File: src/rtl/mem_arbiter_pkg.sv
// Shared types and constants for the instruction/data RAM arbiter.
package mem_arbiter_pkg;

  localparam int unsigned ArbAddrBus = 32;
  localparam int unsigned DataBus    = 32;

  typedef enum logic [1:0] {
    RespNone = 2'b00,
    RespIF   = 2'b01,
    RespD    = 2'b10
  } resp_tag_e;

  // Stores return nothing, so only reads leave a tag behind.
  function automatic resp_tag_e next_tag(
    input logic ig,
    input logic dg,
    input logic we
  );
    if (ig) begin
      return RespIF;
    end else if (dg && !we) begin
      return RespD;
    end else begin
      return RespNone;
    end
  endfunction

endpackage

File: src/rtl/mem_arb_starve_cnt.sv
// Counts consecutive denied fetch cycles and forces a fetch win at MAX_WAIT.
module mem_arb_starve_cnt #(
  parameter int unsigned MAX_WAIT = 4
) (
  input  logic clk,
  input  logic rst,
  input  logic if_req,
  input  logic if_gnt,
  output logic force_if
);

  localparam int unsigned CW = $clog2(MAX_WAIT + 1);

  logic [CW-1:0] wait_cnt;

  always_ff @(posedge clk) begin
    if (rst || !if_req || if_gnt) begin
      wait_cnt <= '0;
    end else begin
      wait_cnt <= wait_cnt + CW'(1);
    end
  end

  assign force_if = if_req
                 && (wait_cnt == CW'(MAX_WAIT));

endmodule

File: src/rtl/mem_arbiter.sv
// Fetch vs load/store arbiter for the single-port data RAM.
// Optional fetch starvation guard: MEM_ARB_STARVE_GUARD_EN.
module mem_arbiter
  import mem_arbiter_pkg::*;
#(
  parameter int unsigned ADDR_W   = ArbAddrBus,
  parameter int unsigned DATA_W   = DataBus,
  parameter int unsigned MAX_WAIT = 4
) (
  input  logic              clk,
  input  logic              rst,
  input  logic              if_req,
  input  logic [ADDR_W-1:0] if_addr,
  output logic              if_gnt,
  output logic              if_rvalid,
  output logic [DATA_W-1:0] if_rdata,
  input  logic              d_req,
  input  logic              d_we,
  input  logic [ADDR_W-1:0] d_addr,
  input  logic [DATA_W-1:0] d_wdata,
  output logic              d_gnt,
  output logic              d_rvalid,
  output logic [DATA_W-1:0] d_rdata,
  output logic              mem_en,
  output logic              mem_we,
  output logic [ADDR_W-1:0] mem_addr,
  output logic [DATA_W-1:0] mem_wdata,
  input  logic [DATA_W-1:0] mem_rdata
);

  logic      force_if;
  resp_tag_e resp_tag;

`ifdef MEM_ARB_STARVE_GUARD_EN
  mem_arb_starve_cnt #(
    .MAX_WAIT (MAX_WAIT)
  ) u_starve (
    .clk      (clk),
    .rst      (rst),
    .if_req   (if_req),
    .if_gnt   (if_gnt),
    .force_if (force_if)
  );
`else
  logic [$clog2(MAX_WAIT+1)-1:0] unused_wait;
  assign unused_wait = '0;
  assign force_if    = 1'b0;
`endif

  always_comb begin
    if_gnt = 1'b0;
    d_gnt  = 1'b0;
    if (rst) begin
      if_gnt = 1'b0;
    end else if (force_if) begin
      if_gnt = 1'b1;
    end else if (d_req) begin
      d_gnt = 1'b1;
    end else if (if_req) begin
      if_gnt = 1'b1;
    end
  end

  always_comb begin
    mem_en    = if_gnt | d_gnt;
    mem_we    = d_gnt & d_we;
    mem_addr  = '0;
    mem_wdata = '0;
    if (d_gnt) begin
      mem_addr  = d_addr;
      mem_wdata = d_wdata;
    end else if (if_gnt) begin
      mem_addr  = if_addr;
    end
  end

  always_ff @(posedge clk) begin
    if (rst) begin
      resp_tag <= RespNone;
    end else begin
      resp_tag <= next_tag(if_gnt, d_gnt, d_we);
    end
  end

  // Reset in the response cycle cancels the pending read.
  always_comb begin
    if_rvalid = !rst && (resp_tag == RespIF);
    d_rvalid  = !rst && (resp_tag == RespD);
    if_rdata  = if_rvalid ? mem_rdata : '0;
    d_rdata   = d_rvalid  ? mem_rdata : '0;
  end

endmodule

File: config.mk
export PLATFORM = sky130hd
export DESIGN_NAME = mem_arbiter
export DESIGN_NICKNAME = d
export VERILOG_FILES = /design/src/rtl/mem_arbiter_pkg.sv /design/src/rtl/mem_arb_starve_cnt.sv /design/src/rtl/mem_arbiter.sv
export SDC_FILE = /design/constraint.sdc
export NUM_CORES = 1
export LEC_CHECK = 0
export BUFFER_PORTS_ARGS = -buffer_cell sky130_fd_sc_hd__buf_2
export CORE_AREA = 2 2 102 104
export CTS_CLUSTER_DIAMETER = 100
export CTS_CLUSTER_SIZE = 12
export DETAILED_ROUTE_END_ITERATION = 8
export DIE_AREA = 0 0 104 106
export PLACE_DENSITY = 0.49
export RECOVER_POWER = 25
export SYNTH_ARGS = -nofsm -noshare
export SYNTH_HDL_FRONTEND = slang
export SYNTH_SLANG_ARGS = --single-unit
File: constraint.sdc
create_clock -name clk -period 3.6 [get_ports clk]
set_clock_uncertainty 0.1 [all_clocks]
set_input_delay 0.72 -clock clk [delete_from_list [all_inputs] [get_ports clk]]
set_output_delay 0.72 -clock clk [all_outputs]
set_load 0.05 [all_outputs]
# Yosys cells after proc, flatten, opt, wreduce, memory -nomap -nowiden
# Index checks and enable logic that the tools add are counted.
totals:
  reg_bits: 2
classes:
  n_eq_ne: 2
  n_reduce_logical: 6
  mux: 12
  n_bitwise: 2
ops:
  columns: ["operator", "n"]
  rows:
  - ["$mux 32", 5]
  - ["$mux 1", 6]
  - ["$logic_and 1x1->1", 3]
  - ["$eq 2x1->1 const B", 1]
  - ["$eq 2x2->1 const B", 1]
  - ["$logic_not 1->1", 2]
  - ["$mux 2", 1]
  - ["$reduce_or 2->1", 1]
  - ["$and 1x1->1", 1]
  - ["$or 1x1->1", 1]

# Depth between registers and ports, before layout
# Gate-level depths: netlist of the first run.
depth:
  word_depth: 5
  depth_mapped: 4

# Worst setup path after synthesis of the first run
# OpenSTA, ideal clock, no wires.
synth_path:
  kind: "in2out"
  from: "in d_req"
  to: "out mem_wdata[19]"
  path_buffers: 1
  slack_ns: 0.768
  cell_stages: 3
  arrival_time_ns: 2.012
  path_cell_list: "nor2b_2 clkbuf_1 and2_1"
synth_via:
  elab_chain_cells: 3
synth_rtl:
  columns: ["item", "line_no", "text"]
  rows:
  - ["start, declared", "mem_arbiter.sv:17", "input logic d_req,"]
  - ["$mux 1", "mem_arbiter.sv:57", "end else if (d_req) begin"]
  - ["$mux 1", "mem_arbiter.sv:53", "if (rst) begin"]
  - ["named net d_gnt", "mem_arbiter.sv:21", "output logic d_gnt,"]
  - ["$mux 32", "mem_arbiter.sv:69", "if (d_gnt) begin"]
  - ["end, declared", "mem_arbiter.sv:27", "output logic [DATA_W-1:0] mem_wdata,"]
# The timed path passes the listed nets, and every way through them passes these cells.

# Worst setup path after layout of the first run
layout_path:
  from: "in rst"
  to: "out mem_addr[7]"
layout_via:
  elab_chain_cells: 3
  word_cells_on_any_way: 4
  classes_between: "mux (4)"
layout_rtl:
  columns: ["item", "line_no", "text"]
  rows:
  - ["start, declared", "mem_arbiter.sv:11", "input logic rst,"]
  - ["$mux 1", "mem_arbiter.sv:53", null]
  - ["$mux 32", "mem_arbiter.sv:72", "end else if (if_gnt) begin"]
  - ["$mux 32 (*)", "mem_arbiter.sv:69", null]
  - ["end, declared", "mem_arbiter.sv:26", "output logic [ADDR_W-1:0] mem_addr,"]
# Every way passes the cells marked *; elsewhere a longest branch is shown, timed or not.

==> results.toml, run 1 <==
[clock_network]
hold_buffers = 0
clk_path_buf_depth = 2
cts_setup_buffers = 0
cts_num_sinks = 2
cts_buffers = 3
path_clk_slew_ps = 30
cts_root_buf = "clkbuf_8"
tritoncts = "yes"
cts-resized-gates = 0
cts.htree.levels = 1

[pwr]
powerDensity_nw_per_um2 = 186
worst_ir_drop_vdd_uv = 96.9
total_leakage_power_nw = 1.54
p_total_mw = 0.479

[floorplan]
initial_core_util = 0.113
ios = 267
coreArea_um2 = 10000
placementRows = 37
die_area_um2 = 11000
fp.dieH_um = 106
fp.dieW_um = 104

[worst_setup_path]
crit_type = "in -> out"
start_kind = "primary input"
critPathArrivalTime_ps = 2000
path_depth = 5
crit_family = "buffers and inverters"
critPathBufInv = 3
crit_chain = "buf_2, nor2b_4, buf_4, a32o_1, buf_2"
cpPeakStageDelay_ps = 450
critPathMaxFanout = 67
cp_common_cell = "buf_2"
required_ps = 2780
slowest_stage = "buf_4"
end_kind = "primary output"

[synthesis]
synth-edff-count = 0
synth.area.top_cells = "and2_1 (55%), a32o_1 (28%), buf_2 (4.0%)"
synth_top_area_frac = 0.547
netlist_instances = 160
syn_area_um2 = 1130
synth_area_leader_cell = "and2_1"
async_flop_share = 0
synth_commonest_cells = "and2_1 (99), a32o_1 (32), buf_2 (9)"
synth-main-ff-cell = "dfxtp_1"
synthMostInstantiatedCell = "and2_1"
synth_seq_cells = 2
ys_types = 12
syn_avg_cell_area_um2 = 7.08
syn_nets = 293
synth_warnings = 0
ys_seq_area_frac = 0.0354

[finish]
num-nets-final = 548
largest_reg_flops = 2
final_util = 0.258
drive_gt1_frac = 0.600
diodes = 0
area_growth_syn_to_layout_pct = 127
top_register = "resp_tag"
reg.largest.list = "resp_tag (2)"
final_area_um2 = 2570
fin_cells = 549

[placed_design]
place.gp.congestion = 0.798
place_ws_ps = 739
placed_cell_area_um2 = 2570
hpwl_um = 5400
place_inst = 546
io_buffers = 266

[routing]
drc_errors = 0
ant_nets = 0
drt_iter0_markers = 102
vias = 2151
dr.pass1.iters = 4
routed_wl_um = 6420
viasPerCell = 3.92
wl_per_cell_um = 11.7

[sta]
layout_setup_ws_ps = 779
timing.final.crit_share = 0.784
setup_viol_count_final = 0
fmax_mhz = 355
rsz0062_at_grt = "false"
maxSlewViolCount = 0
fin_tns_setup_ps = 0
slew_headroom = 0.574
hold-worst-slack_ps = 582
finalCriticalPeriod_ps = 2820
worstMarginPinSlew_ps = 639
hold_viol = 0

[global_routing]
overflow = 0
grt_pass1_wl_um = 9280
gr-usage-all-layers = 0.100
grt_start_max_net_pins = 68
antenna_found_initial = 1
grt_pass1_vias = 1929

[worst_hold_path]
hold-path-cell-count = 2
min_path_type = "in -> reg"

[run_status]
status = "finished clean"

[flow_run]
cap_violations = 0
## layout by cell type, fill, tap and decap left out
cell type / instances
clkbuf_1: 29
nor2b_1: 1
buf_2: 237
dfxtp_1: 2
nor3b_2: 2
buf_4: 4
nor2_1: 2
nor2b_4: 1
nor2_2: 1
and2_1: 99
clkbuf_8: 3
a32o_1: 32
## cell type report
type | count | area, um2
Timing Repair Buffer | 270 | 1330
Multi-Input combinational cell | 138 | 998
Clock buffer | 3 | 41.3
Tap cell | 136 | 170
Fill cell | 1112 | 7420
Sequential cell | 2 | 40.0
## power breakdown
group          internal, mW  switching [mW]  total [mW]
Sequential           0.0233        0.000571      0.0239
Clock                0.0705          0.0150      0.0855
Combinational         0.114           0.256       0.370
## path summary, 6_finish.rpt
path	from	to	slack [ps]
setup / recovery	rst	mem_addr[7]	780
hold / removal	d_we	resp_tag[1]$_SDFF_PP0_	580
## metal layers
layer / GRT usage / part of all wire / up-vias
met5: 0 / 0 / -
met4: 0.0116 / 0.0037 / 0
met3: 0.0251 / 0.11 / 4
met2: 0.196 / 0.50 / 152
met1: 0.112 / 0.38 / 928
li1: - / - / 1067
## cells by family after synthesis
family	Yosys count	share of synthesized area
buffers and inverters	20	0.0873
AND/OR/NAND/NOR	106	0.594
flip-flops	2	0.0354
AO/OA/AOI/OAI	32	0.283
(Power assumes the default switching activity.)
==> run 2: changes to the inputs <==
--- a/config.mk
+++ b/config.mk
@@ -11,7 +11,7 @@
 export CTS_CLUSTER_SIZE = 12
 export DETAILED_ROUTE_END_ITERATION = 8
 export DIE_AREA = 0 0 104 106
-export PLACE_DENSITY = 0.49
+export PLACE_DENSITY = 0.5
 export RECOVER_POWER = 25
 export SYNTH_ARGS = -nofsm -noshare
 export SYNTH_HDL_FRONTEND = slang
==> constraint.sdc (replaced) <==
create_clock -name clk -period 2.45 [get_ports clk]
set_clock_uncertainty 0.1 [all_clocks]
set_input_delay 0.49 -clock clk [delete_from_list [all_inputs] [get_ports clk]]
set_output_delay 0.49 -clock clk [all_outputs]
set_load 0.05 [all_outputs]
==> run 2 against run 1 <==
Net effect:
- sequential power rose by 46%
- worst hold slack got worse by 230 ps
- worst setup slack got worse by 610 ps
- global-route usage rose by 0.58 points
- final area rose by 2.7%
- clock power rose by 49%
- flip-flop and latch count did not move
- largest power group unchanged
==> results.toml, run 2 (same netlist as run 1, synthesis figures left out) <==
[pwr]
p_int_mw = 0.313
seqPwrFrac = 0.049
powerDensity_nw_per_um2 = 271
worst_ir_drop_vdd_uv = 128
clockPowerShare = 0.177
p_sw_frac = 0.564
p_switching_mw = 0.405
total_leakage_power_nw = 1.60
p_comb_frac = 0.774

[floorplan]
fp.dieH_um = 106
coreArea_um2 = 10000
ios = 267
placementRows = 37
initial_core_util = 0.113
die_area_um2 = 11000
fp.dieW_um = 104

[sta]
rsz0062_at_grt = "false"
fin_tns_setup_ps = 0
hold_viol = 0
timing.final.crit_share = 0.931
maxSlewViolCount = 0
setup_viol_count_final = 0
slew_headroom = 0.589
worstMarginPinSlew_ps = 620
fmax_mhz = 438
hold-worst-slack_ps = 353
finalCriticalPeriod_ps = 2280

[finish]
fillCellCount = 1152
fin_cells = 550
reg.largest.list = "resp_tag (2)"
multiInputGateArea_um2 = 998
num-nets-final = 549
final_common_cell = "buf_2"
diodes = 0
area_growth_syn_to_layout_pct = 134
layout_common_cells = "buf_2 (234), and2_1 (99), a32o_1 (32), clkbuf_1 (27), buf_12 (4)"
top_register = "resp_tag"
largest_reg_flops = 2
drive_gt1_frac = 0.604
regArea_um2 = 40.0

[worst_setup_path]
critPathMaxFanout = 67
crit_type = "in -> out"
end_kind = "primary output"
required_ps = 1860
start_kind = "primary input"
critPathArrivalTime_ps = 1690

[clock_network]
cts_buffers = 3
tritoncts = "yes"
hold_buffers = 0
cts_root_buf = "clkbuf_8"
path_clk_slew_ps = 30
cts_setup_buffers = 0
cts.htree.levels = 1
cts-resized-gates = 0
clk_path_buf_depth = 2
cts_num_sinks = 2

[routing]
viasPerCell = 3.97
routed_wl_um = 6680
dr.pass1.iters = 4
drt_iter0_markers = 75
wl_per_cell_um = 12.1
ant_nets = 0
drc_errors = 0
vias = 2184

[placed_design]
hpwl_um = 5780
place_inst = 547
io_buffers = 266
place.gp.congestion = 0.788

[global_routing]
antenna_found_initial = 1
overflow = 0
grt_start_max_net_pins = 68
grt_pass1_wl_um = 9710
gr-usage-all-layers = 0.106
grt_pass1_vias = 1934

[worst_hold_path]
min_path_type = "in -> reg"

[run_status]
status = "finished clean"

[flow_run]
cap_violations = 0
## run 2: routing by layer
layer,wire (um),GRT usage,share of wire
met1,2580,0.123,0.39
met2,3510,0.205,0.53
met3,544,0.0184,0.081
met4,31,0.0174,0.0046
met5,11,0,0.0016
## run 2: area by class of cell
| type | count | area share |
|---|---|---|
| tap | 136 | 0.0643 |
| sequential | 2 | 0.0151 |
| clock buffer | 3 | 0.0156 |
| multi-input combinational | 138 | 0.377 |
| timing repair buffer | 271 | 0.527 |
## run 2: per-stage QoR
stage,instance area (um2),setup WS [ps],power [mW],utilization
finish,2650,169,0.717,0.265
global route,2650,115,0.756,0.265
CTS,2730,307,0.745,0.273
detailed placement,2690,308,0.613,0.269
global placement,2690,362,0.608,0.269
floorplan,1130,77.6,0.396,-
## run 2: worst max-delay path, stage by stage
cell	delay [ps]
buf_2	150
nor2b_4	140
buf_12	230
and2_1	160
clkbuf_1	480
## run 2: power by group through the flow
stage | Sequential (mW) | Combinational [mW] | Clock [mW]
2_1_floorplan | 0.0352 | 0.361 | 0
3_3_place_gp | 0.0353 | 0.572 | 0
3_5_place_dp | 0.0353 | 0.577 | 0
4_1_cts | 0.0350 | 0.579 | 0.131
5_1_grt | 0.0352 | 0.585 | 0.136
6_report | 0.0350 | 0.555 | 0.127
## run 2: worst paths after layout
check  slack, ps  depth (start not counted)                     end  startpoint
max          170                          5            mem_wdata[4]         rst
min          350                          2  resp_tag[1]$_SDFF_PP0_        d_we
==> run 3: changes to the inputs <==
--- a/config.mk
+++ b/config.mk
@@ -6,12 +6,14 @@
 export NUM_CORES = 1
 export LEC_CHECK = 0
 export BUFFER_PORTS_ARGS = -buffer_cell sky130_fd_sc_hd__buf_2
-export CORE_AREA = 2 2 102 104
+export CELL_PAD_IN_SITES_DETAIL_PLACEMENT = 0
+export CELL_PAD_IN_SITES_GLOBAL_PLACEMENT = 1
+export CORE_MARGIN = 2
+export CORE_UTILIZATION = 10
 export CTS_CLUSTER_DIAMETER = 100
 export CTS_CLUSTER_SIZE = 12
 export DETAILED_ROUTE_END_ITERATION = 8
-export DIE_AREA = 0 0 104 106
-export PLACE_DENSITY = 0.5
+export PLACE_DENSITY = 0.76
 export RECOVER_POWER = 25
 export SYNTH_ARGS = -nofsm -noshare
 export SYNTH_HDL_FRONTEND = slang
==> run 3 against run 2 <==
Net effect:
- worst hold slack got worse by 13 ps
- sequential share of layout area about the same
- fmax increased by 0.33%
- utilization decreased by 2.1 points
- power increased by 15%
- final area increased by 0.52%
- routed wire length decreased by 2.4%
- sequential power about the same
- critical path depth unchanged
- first-iteration DRC count decreased by 35%
- flip-flop and latch count unchanged
- highest routed layer is now met4
==> results.toml, run 3 (same netlist as run 1, synthesis figures left out) <==
[worst_setup_path]
critPathMaxFanout = 67
crit_type = "in -> out"
start_kind = "primary input"
slowest_stage = "clkbuf_1"
end_kind = "primary output"
critPathArrivalTime_ps = 1680
cpPeakStageDelay_ps = 470
crit_chain = "buf_2, nor2b_4, buf_12, and2_1, clkbuf_1"
required_ps = 1860

[worst_hold_path]
min_to = "resp_tag[1]$_SDFF_PP0_"
worstHoldStart = "d_we"
hold-path-cell-count = 2
min_path_type = "in -> reg"

[finish]
area_growth_syn_to_layout_pct = 135
largest_reg_flops = 2
reg.largest.list = "resp_tag (2)"
top_register = "resp_tag"
final_common_cell = "buf_2"
num-nets-final = 549
layout_common_cells = "buf_2 (236), and2_1 (99), a32o_1 (32), clkbuf_1 (29)"
diodes = 0
drive_gt1_frac = 0.601

[global_routing]
gr-usage-all-layers = 0.0940
antenna_found_initial = 0
grt_start_max_net_pins = 68
overflow = 0
grt_pass1_wl_um = 9800
grt_pass1_vias = 2030

[placed_design]
hpwl_um = 5520
io_buffers = 266
place.gp.congestion = 0.862

[sta]
finalCriticalPeriod_ps = 2270
setup_viol_count_final = 0
rsz0062_at_grt = "false"
timing.final.crit_share = 0.928
fmax_mhz = 440
slew_headroom = 0.578
maxSlewViolCount = 0
fin_tns_setup_ps = 0
worstMarginPinSlew_ps = 635
hold_viol = 0

[clock_network]
cts_root_buf = "clkbuf_16"
cts.htree.levels = 1
clk_path_buf_depth = 2
tritoncts = "yes"
cts_buffers = 3
path_clk_slew_ps = 30
cts_setup_buffers = 0
hold_buffers = 0
cts-resized-gates = 0
cts_num_sinks = 2

[routing]
viasPerCell = 3.92
drt_iter0_markers = 49
wl_per_cell_um = 11.8
vias = 2170
dr.pass1.iters = 5
ant_nets = 0
drc_errors = 0
routed_wl_um = 6520

[run_status]
status = "finished clean"

[floorplan]
placementRows = 38
coreArea_um2 = 10900
die_area_um2 = 12200
ios = 267
fp.dieH_um = 110
initial_core_util = 0.104
fp.dieW_um = 110

[flow_run]
cap_violations = 0

[pwr]
total_leakage_power_nw = 1.59
p_total_mw = 0.826
worst_ir_drop_vdd_uv = 181
powerDensity_nw_per_um2 = 311
-- run 3: metrics by stage --
step                worst slack (ps)  hold WS [ps]  utilization  instance area (um2)  instances
global route                     118           345        0.243                 2660        554
finish                           176           340        0.243                 2660        554
floorplan                       77.6           462            -                 1130        160
detailed placement               309           566        0.241                 2640        551
CTS                              309           341        0.248                 2710        554
global placement                 337           566        0.241                 2640        551
-- run 3: worst max-delay path, delay by kind of cell --
kind	cells	cell delay [ps]
buffers and inverters	3	870
AND/OR/NAND/NOR	2	310
-- run 3: how the worst max path moves through the flow --
stage,start,to,slack (ps),cells past startpoint
after floorplan,d_req,mem_wdata[19],80,3
after global placement,rst,if_rdata[2],340,5
after detailed placement,rst,d_rdata[25],310,5
after CTS,rst,d_rdata[25],310,5
after global routing,rst,mem_wdata[30],120,5
final,rst,mem_wdata[30],180,5
-- run 3: layer usage --
metal | track usage | part of all wire | routed length [um]
met3 | 0.0148 | 0.089 | 583
met1 | 0.104 | 0.36 | 2340
met4 | 0.0125 | 0.0032 | 21
met5 | 0 | 0 | 0
met2 | 0.189 | 0.55 | 3570
-- run 3: layout make-up --
class,count,area (um2)
Tap cell,140,175
Clock buffer,3,75.1
Timing Repair Buffer,271,1370
Sequential cell,2,40.0
Multi-Input combinational cell,138,998
Fill cell,1209,8280
-- run 3: where the power goes --
| part | switching (mW) | internal [mW] |
|---|---|---|
| sequential | 0.000863 | 0.0342 |
| combinational | 0.377 | 0.171 |
| clock | 0.0355 | 0.207 |
| total | 0.413 | 0.412 |
